<file path="config.mk">
export PLATFORM = sky130hd
export DESIGN_NAME = pulse_regen
export DESIGN_NICKNAME = d
export VERILOG_FILES = /design/src/rtl/pulse_regen.sv
export SDC_FILE = /design/constraint.sdc
export NUM_CORES = 1
export LEC_CHECK = 0
export CORE_AREA = 8 8 45 47
export DETAILED_ROUTE_END_ITERATION = 12
export DIE_AREA = 0 0 53 55
export DONT_BUFFER_PORTS = 1
export MAX_ROUTING_LAYER = met4
export PLACE_DENSITY_LB_ADDON = 0.12
export RECOVER_POWER = 100
export REMOVE_ABC_BUFFERS = 1
export SYNTH_ARGS = -nofsm -noshare
export SYNTH_HDL_FRONTEND = slang
export SYNTH_SLANG_ARGS = --single-unit
</file>
<file path="constraint.sdc">
create_clock -name clk_i -period 2.4 [get_ports clk_i]
set_clock_uncertainty 0.2 [all_clocks]
set_input_delay 0.24 -clock clk_i [delete_from_list [all_inputs] [get_ports clk_i]]
set_output_delay 0.24 -clock clk_i [all_outputs]
set_load 0.005 [all_outputs]
</file>
<file path="src/rtl/pulse_regen.sv">
// Strobe-to-pulse regenerator: each accepted strobe yields one HIGH_CYC-high, LOW_CYC-low pulse.
// Strobes arriving while busy are held in a saturating pending counter.
module pulse_regen #(
    parameter int unsigned HIGH_CYC = 4,
    parameter int unsigned LOW_CYC  = 4,
    parameter int unsigned PEND_W   = 3
) (
    input  logic              clk_i,
    input  logic              rst_ni,
    input  logic              pulse_in_i,
    input  logic              clr_ovf_i,
    output logic              out_o,
    output logic              busy_o,
    output logic [PEND_W-1:0] pending_o,
    output logic              ovf_o
);

    localparam int unsigned MaxCyc = (HIGH_CYC > LOW_CYC) ? HIGH_CYC : LOW_CYC;
    localparam int unsigned TimerW = (MaxCyc > 1) ? $clog2(MaxCyc) : 1;
    localparam logic [TimerW-1:0] HighLast = TimerW'(HIGH_CYC - 1);
    localparam logic [TimerW-1:0] LowLast  = TimerW'(LOW_CYC - 1);
    localparam logic [PEND_W-1:0] PendMax  = '1;

    typedef enum logic [1:0] {StIdle, StHigh, StLow} state_e;

    state_e              state_q, state_d;
    logic [TimerW-1:0]   timer_q, timer_d;
    logic [PEND_W-1:0]   pend_q, pend_d;
    logic                ovf_q, ovf_d;
    logic                out_q, out_d;
    logic                busy_q, busy_d;

    logic work;
    logic start;
    logic deq;
    logic enq;
    logic ovf_set;

    assign work = (pend_q != '0) || pulse_in_i;

    always_ff @(posedge clk_i or negedge rst_ni) begin
        if (!rst_ni) begin
            state_q <= StIdle;
            timer_q <= '0;
            pend_q  <= '0;
            ovf_q   <= 1'b0;
            out_q   <= 1'b0;
            busy_q  <= 1'b0;
        end else begin
            state_q <= state_d;
            timer_q <= timer_d;
            pend_q  <= pend_d;
            ovf_q   <= ovf_d;
            out_q   <= out_d;
            busy_q  <= busy_d;
        end
    end

    always_comb begin
        state_d = state_q;
        timer_d = timer_q;
        start   = 1'b0;
        case (state_q)
            StIdle: begin
                if (work) begin
                    state_d = StHigh;
                    timer_d = '0;
                    start   = 1'b1;
                end
            end
            StHigh: begin
                if (timer_q == HighLast) begin
                    state_d = StLow;
                    timer_d = '0;
                end else begin
                    timer_d = timer_q + TimerW'(1);
                end
            end
            StLow: begin
                if (timer_q == LowLast) begin
                    timer_d = '0;
                    // Back-to-back restart keeps the period at exactly HIGH_CYC+LOW_CYC.
                    if (work) begin
                        state_d = StHigh;
                        start   = 1'b1;
                    end else begin
                        state_d = StIdle;
                    end
                end else begin
                    timer_d = timer_q + TimerW'(1);
                end
            end
            default: begin
                state_d = StIdle;
                timer_d = '0;
            end
        endcase
    end

    // A start with an empty queue consumes the live strobe directly; otherwise it takes a queued one.
    always_comb begin
        deq     = start && (pend_q != '0);
        enq     = pulse_in_i && !(start && (pend_q == '0));
        pend_d  = pend_q;
        ovf_set = 1'b0;
        if (enq && !deq) begin
            if (pend_q == PendMax) begin
                ovf_set = 1'b1;
            end else begin
                pend_d = pend_q + PEND_W'(1);
            end
        end else if (deq && !enq) begin
            pend_d = pend_q - PEND_W'(1);
        end
        if (ovf_set) begin
            ovf_d = 1'b1;
        end else if (clr_ovf_i) begin
            ovf_d = 1'b0;
        end else begin
            ovf_d = ovf_q;
        end
    end

    always_comb begin
        out_d  = (state_d == StHigh);
        busy_d = (state_d != StIdle);
    end

    assign out_o     = out_q;
    assign busy_o    = busy_q;
    assign pending_o = pend_q;
    assign ovf_o     = ovf_q;

endmodule
</file>
== Word level (Yosys, flattened, before mapping) ==
Index checks and enable logic that the tools add are counted.
Storage, ports and cells
  logic and storage cells: 51
  bits in registers: 10
  bits of input ports: 4
Operators by class
  equality and inequality tests: 7
  add/sub/neg operators: 3
  reduce and logical (&&, ||, !) cells: 17
  mux-type cells: 18
Operators with widths (count)
  $mux 2: 5
  $mux 3: 3
  $mux 1: 7
  $pmux 2 s3: 1
  $reduce_bool 2->1: 3
  $logic_and 1x1->1: 5
  $eq 2x1->1 const B: 2
  $eq 2x2->1 const B: 2
  $ne 2x2->1 const B: 2
  $pmux 2 s2: 1
  $add 3x1->3 const B: 1
  $eq 3x3->1 const B: 1
  $logic_not 1->1: 3
  $logic_not 3->1: 1
  $reduce_bool 3->1: 1
  $sub 3x1->3 const B: 1
  $add 2x1->2 const B: 1
  $logic_not 2->1: 1
  $pmux 1 s2: 1
  $reduce_and 2->1: 1
  $reduce_or 2->1: 1
  $logic_or 1x1->1: 1

== Longest topological paths before layout ==
  depth in word-level cells: 12
  depth in mapped cells: 9
  mapped depth without buffers: 9

== Worst setup path after synthesis ==
OpenSTA, ideal clock, no wires.
  path type: register -> register
  start: register state_q[1]
  end: register pend_q[1], in the netlist pending_o[1]
  arrival: 2.059 ns
  period minus slack after synthesis: 2.346 ns
  buffers on the path: 0
  slack: 0.054 ns
  stages on the path, launching flop included: 9
  required time: 2.113 ns
  cells stage by stage: dfrtp_1 > inv_1 > ha_1 > a21oi_2 > nand2_2 > fa_1 > a21oi_1 > o21bai_2 > a211oi_2
RTL lines
  from (decl): line 26  | state_e state_q, state_d;
  from (signal assigned): line 43  | state_q <= StIdle;
  from (signal assigned): line 50  | state_q <= state_d;
  $eq 2x2->1 / $logic_not 2->1 (equally long branches): line 63  | case (state_q)
  $pmux 1 s2 *: line 63
  $logic_and 1x1->1: line 103  | enq = pulse_in_i && !(start && (pend_q == '0));
  $logic_not 1->1: line 103
  $logic_and 1x1->1: line 103
  $logic_and 1x1->1 *: line 106  | if (enq && !deq) begin
  $mux 3 *: line 106
  named net pend_d[1]: line 28  | logic [PEND_W-1:0] pend_q, pend_d;
  to (signal assigned): line 52  | pend_q <= pend_d;
  to (decl): line 28
Mark *: on every way through the listed nets, which the timed path passes. The rest lies on a longest branch.
A chain may end at the register's enable or synchronous reset.

== Worst setup path in the final report ==
  start: register state_q[0]
  end: register pend_q[1], in the netlist pending_o[1]
Same word-level chain as after synthesis.

==> results.json <==
{
  "synth_top_area_share_pct": 37.0,
  "final_cells": 97,
  "ys_ff_latch": 10,
  "cp_data_arrival_time_ps": 2280,
  "grt_pass1_vias": 551,
  "drc_errors": 0,
  "io_buffer_count": 0,
  "place_inst": 87,
  "cts_sinks": 10,
  "antenna_cells": 0,
  "drive_gt1_share_pct": 21.0,
  "fin_crit_sh_pct": 95.8,
  "die-area_um2": 2920,
  "p_total_mw": 1.19,
  "drt-initial-drc-count": 18,
  "vias_per_cell": 5.92,
  "max-cap-violations": 0,
  "hold_slack_ps": 21.3,
  "synth.cell_area_um2": 676,
  "worst_pin_slew_ps": 473,
  "worstSetupPathType": "reg -> reg",
  "synth_area_leaders": "dfrtp_1 37%, ha_1 9.3%, inv_1 3.3%",
  "hp-class": "in -> reg",
  "cts.reportedPaths.clkPinSlew_ps": 70,
  "initial_core_util_pct": 48.8,
  "irDropWorstVdd_mv": 0.734,
  "worstPathRequired_ps": 2380,
  "numCtsBuffers": 3,
  "grtUsageTotal_pct": 12.0,
  "layout.nets": 92,
  "drt_wl_total_um": 1500,
  "fp.dieW_um": 53,
  "root_buffer": "clkbuf_4",
  "synth_top_area_cell": "dfrtp_1",
  "syn2layout_area_growth_pct": 15.6,
  "ff2ff_path_depth": 8,
  "fillers": 133,
  "syn_area_per_cell_um2": 9.52,
  "multiInputGateArea_um2": 377,
  "pin_count": 10,
  "end_kind": "flip-flop",
  "status": "finished clean",
  "ff2ff_setup_slack_ps": 100,
  "yosys_warnings": 0,
  "max_slew_margin_pct": 68.4,
  "max-clock-path-buffers": 2,
  "ant_nets": 0,
  "rows": 14,
  "synthDistinctLibCells": 33,
  "gp_congestion": 0.729,
  "slew_viol_final": 0,
  "grt_pass1_wl_um": 2550,
  "hold_path_depth": 3,
  "startpoint_type": "flip-flop",
  "setup_violations": 0,
  "finalSetupTns_ps": 0,
  "rsz0062_at_grt": "false",
  "core-area_um2": 1380,
  "drt_pass1_iterations": 4,
  "yosysSeqAreaShare_pct": 37.0,
  "power_density_nw_per_um2": 1520,
  "dp_hpwl_um": 1040,
  "max_clock_freq_mhz": 435,
  "syn_inst": 71,
  "crit_fanout": 4,
  "finalHoldViolCount": 0,
  "grt_max_degree": 13,
  "cts_tree": "done",
  "leakagePower_nw": 0.357,
  "antenna_found_initial": 0,
  "seqCellArea_um2": 250,
  "clk_latency_ps": 260,
  "vias": 574,
  "routedWlPerCell_um": 15.4,
  "fin_crit_ps": 2300,
  "htree_levels": 1,
  "grt_overflow": 0,
  "die_h_um": 55
}
registers in the layout, summed over array words and instances, names as in the netlist:
register and flops:
ovf_o 1, out_o 1, state_q 2, pending_o 3, busy_o 1, timer_q 2
cells in the mapped netlist:
master	n
inv_1	6
o211ai_1	1
nor2_1	6
o22ai_1	1
a21oi_1	3
buf_6	1
a41oi_1	2
fa_1	1
nand3b_1	1
a31oi_1	2
nor2b_1	2
buf_2	3
o22a_1	1
o32ai_1	1
and3_1	1
a21o_1	2
or2_4	1
nand2_2	1
and2_1	1
a21oi_2	2
nand2_1	1
nand3_1	3
nor4_1	1
nor2_2	1
ha_1	5
mux2i_1	1
o21ai_0	2
o32a_1	1
a211o_2	1
dfrtp_1	10
a211oi_2	1
nor3_1	4
o21bai_2	1
area by class of cell:
class                           count  area share, %
Multi-Input combinational cell     51           48.2
Sequential cell                    10           32.1
Timing Repair Buffer               10           9.62
Clock buffer                        4           4.65
Inverter                            6           2.88
Tap cell                           16           2.56
logic make-up after synthesis:
kind of cell             synth area share (%)
AND/OR/NAND/NOR                          18.0
AO/OA/AOI/OAI                            24.1
buffers and inverters                    7.22
flip-flops                               37.0
adder cells (fa/ha/maj)                  12.2
multiplexers                             1.48
critical path: stages, from the launching register on:
cell and delay, ps:
dfrtp_1 380, inv_1 80, ha_1 260, a21oi_2 180
nand2_2 90, fa_2 590, a21oi_1 70, o21bai_2 190
a211oi_2 190
what timing repair did:
item                                    in CTS  in global routing
hold buffers                                 3                  0
buffers inserted                             0                  3
gates resized for setup                      0                  1
endpoints found under the setup margin       0                  1
hold endpoints to repair                    12                  0
per-layer routing:
metal | vias up | GRT usage [%] | routed length (um)
met5 | - | - | 0
met3 | 2 | 3.48 | 80
met4 | 0 | 6.47 | 10
met2 | 12 | 17.6 | 742
met1 | 282 | 14.4 | 664
li1 | 278 | - | -
per-stage QoR:
stage	util (%)	instance area, um^2	setup slack, ps
after global routing	56.4	781	4.44
after detailed placement	50.5	699	101
after global placement	50.5	699	156
final	56.4	781	99.7
after floorplan	-	649	45.5
after CTS	55.3	766	93.9
report_power, final:
part	total (mW)	switching (mW)	internal, mW
sequential	0.356	0.104	0.251
clock	0.153	0.0609	0.0921
combinational	0.682	0.351	0.331
total	1.19	0.516	0.675
cells in the final DEF, fill, tap and decap left out, types with 2 or more instances in the layout:
cell,n
nor2_1,7
dlygate4sd3_1,3
nor2b_1,2
dfrtp_1,10
a41oi_1,2
nand3_1,3
o21ai_0,2
a21oi_2,2
a21oi_1,3
nor3_1,4
clkbuf_1,2
a21o_1,2
buf_4,5
inv_1,6
a31oi_1,2
ha_1,5
clkbuf_4,3
path summary, 6_finish.rpt:
check | to | from
worst max register to register | pending_o[1]$_DFFE_PN0P_ | state_q[0]$_DFF_PN0_
min in group asynchronous | timer_q[1]$_DFFE_PN0P_ | rst_ni
worst max-delay path | pending_o[1]$_DFFE_PN0P_ | state_q[0]$_DFF_PN0_
worst min register to register | timer_q[0]$_DFFE_PN0P_ | timer_q[0]$_DFFE_PN0P_
worst min-delay path | pending_o[0]$_DFFE_PN0P_ | pulse_in_i
max in group asynchronous | pending_o[1]$_DFFE_PN0P_ | rst_ni
Note: power is estimated with default switching activity, not from simulation.
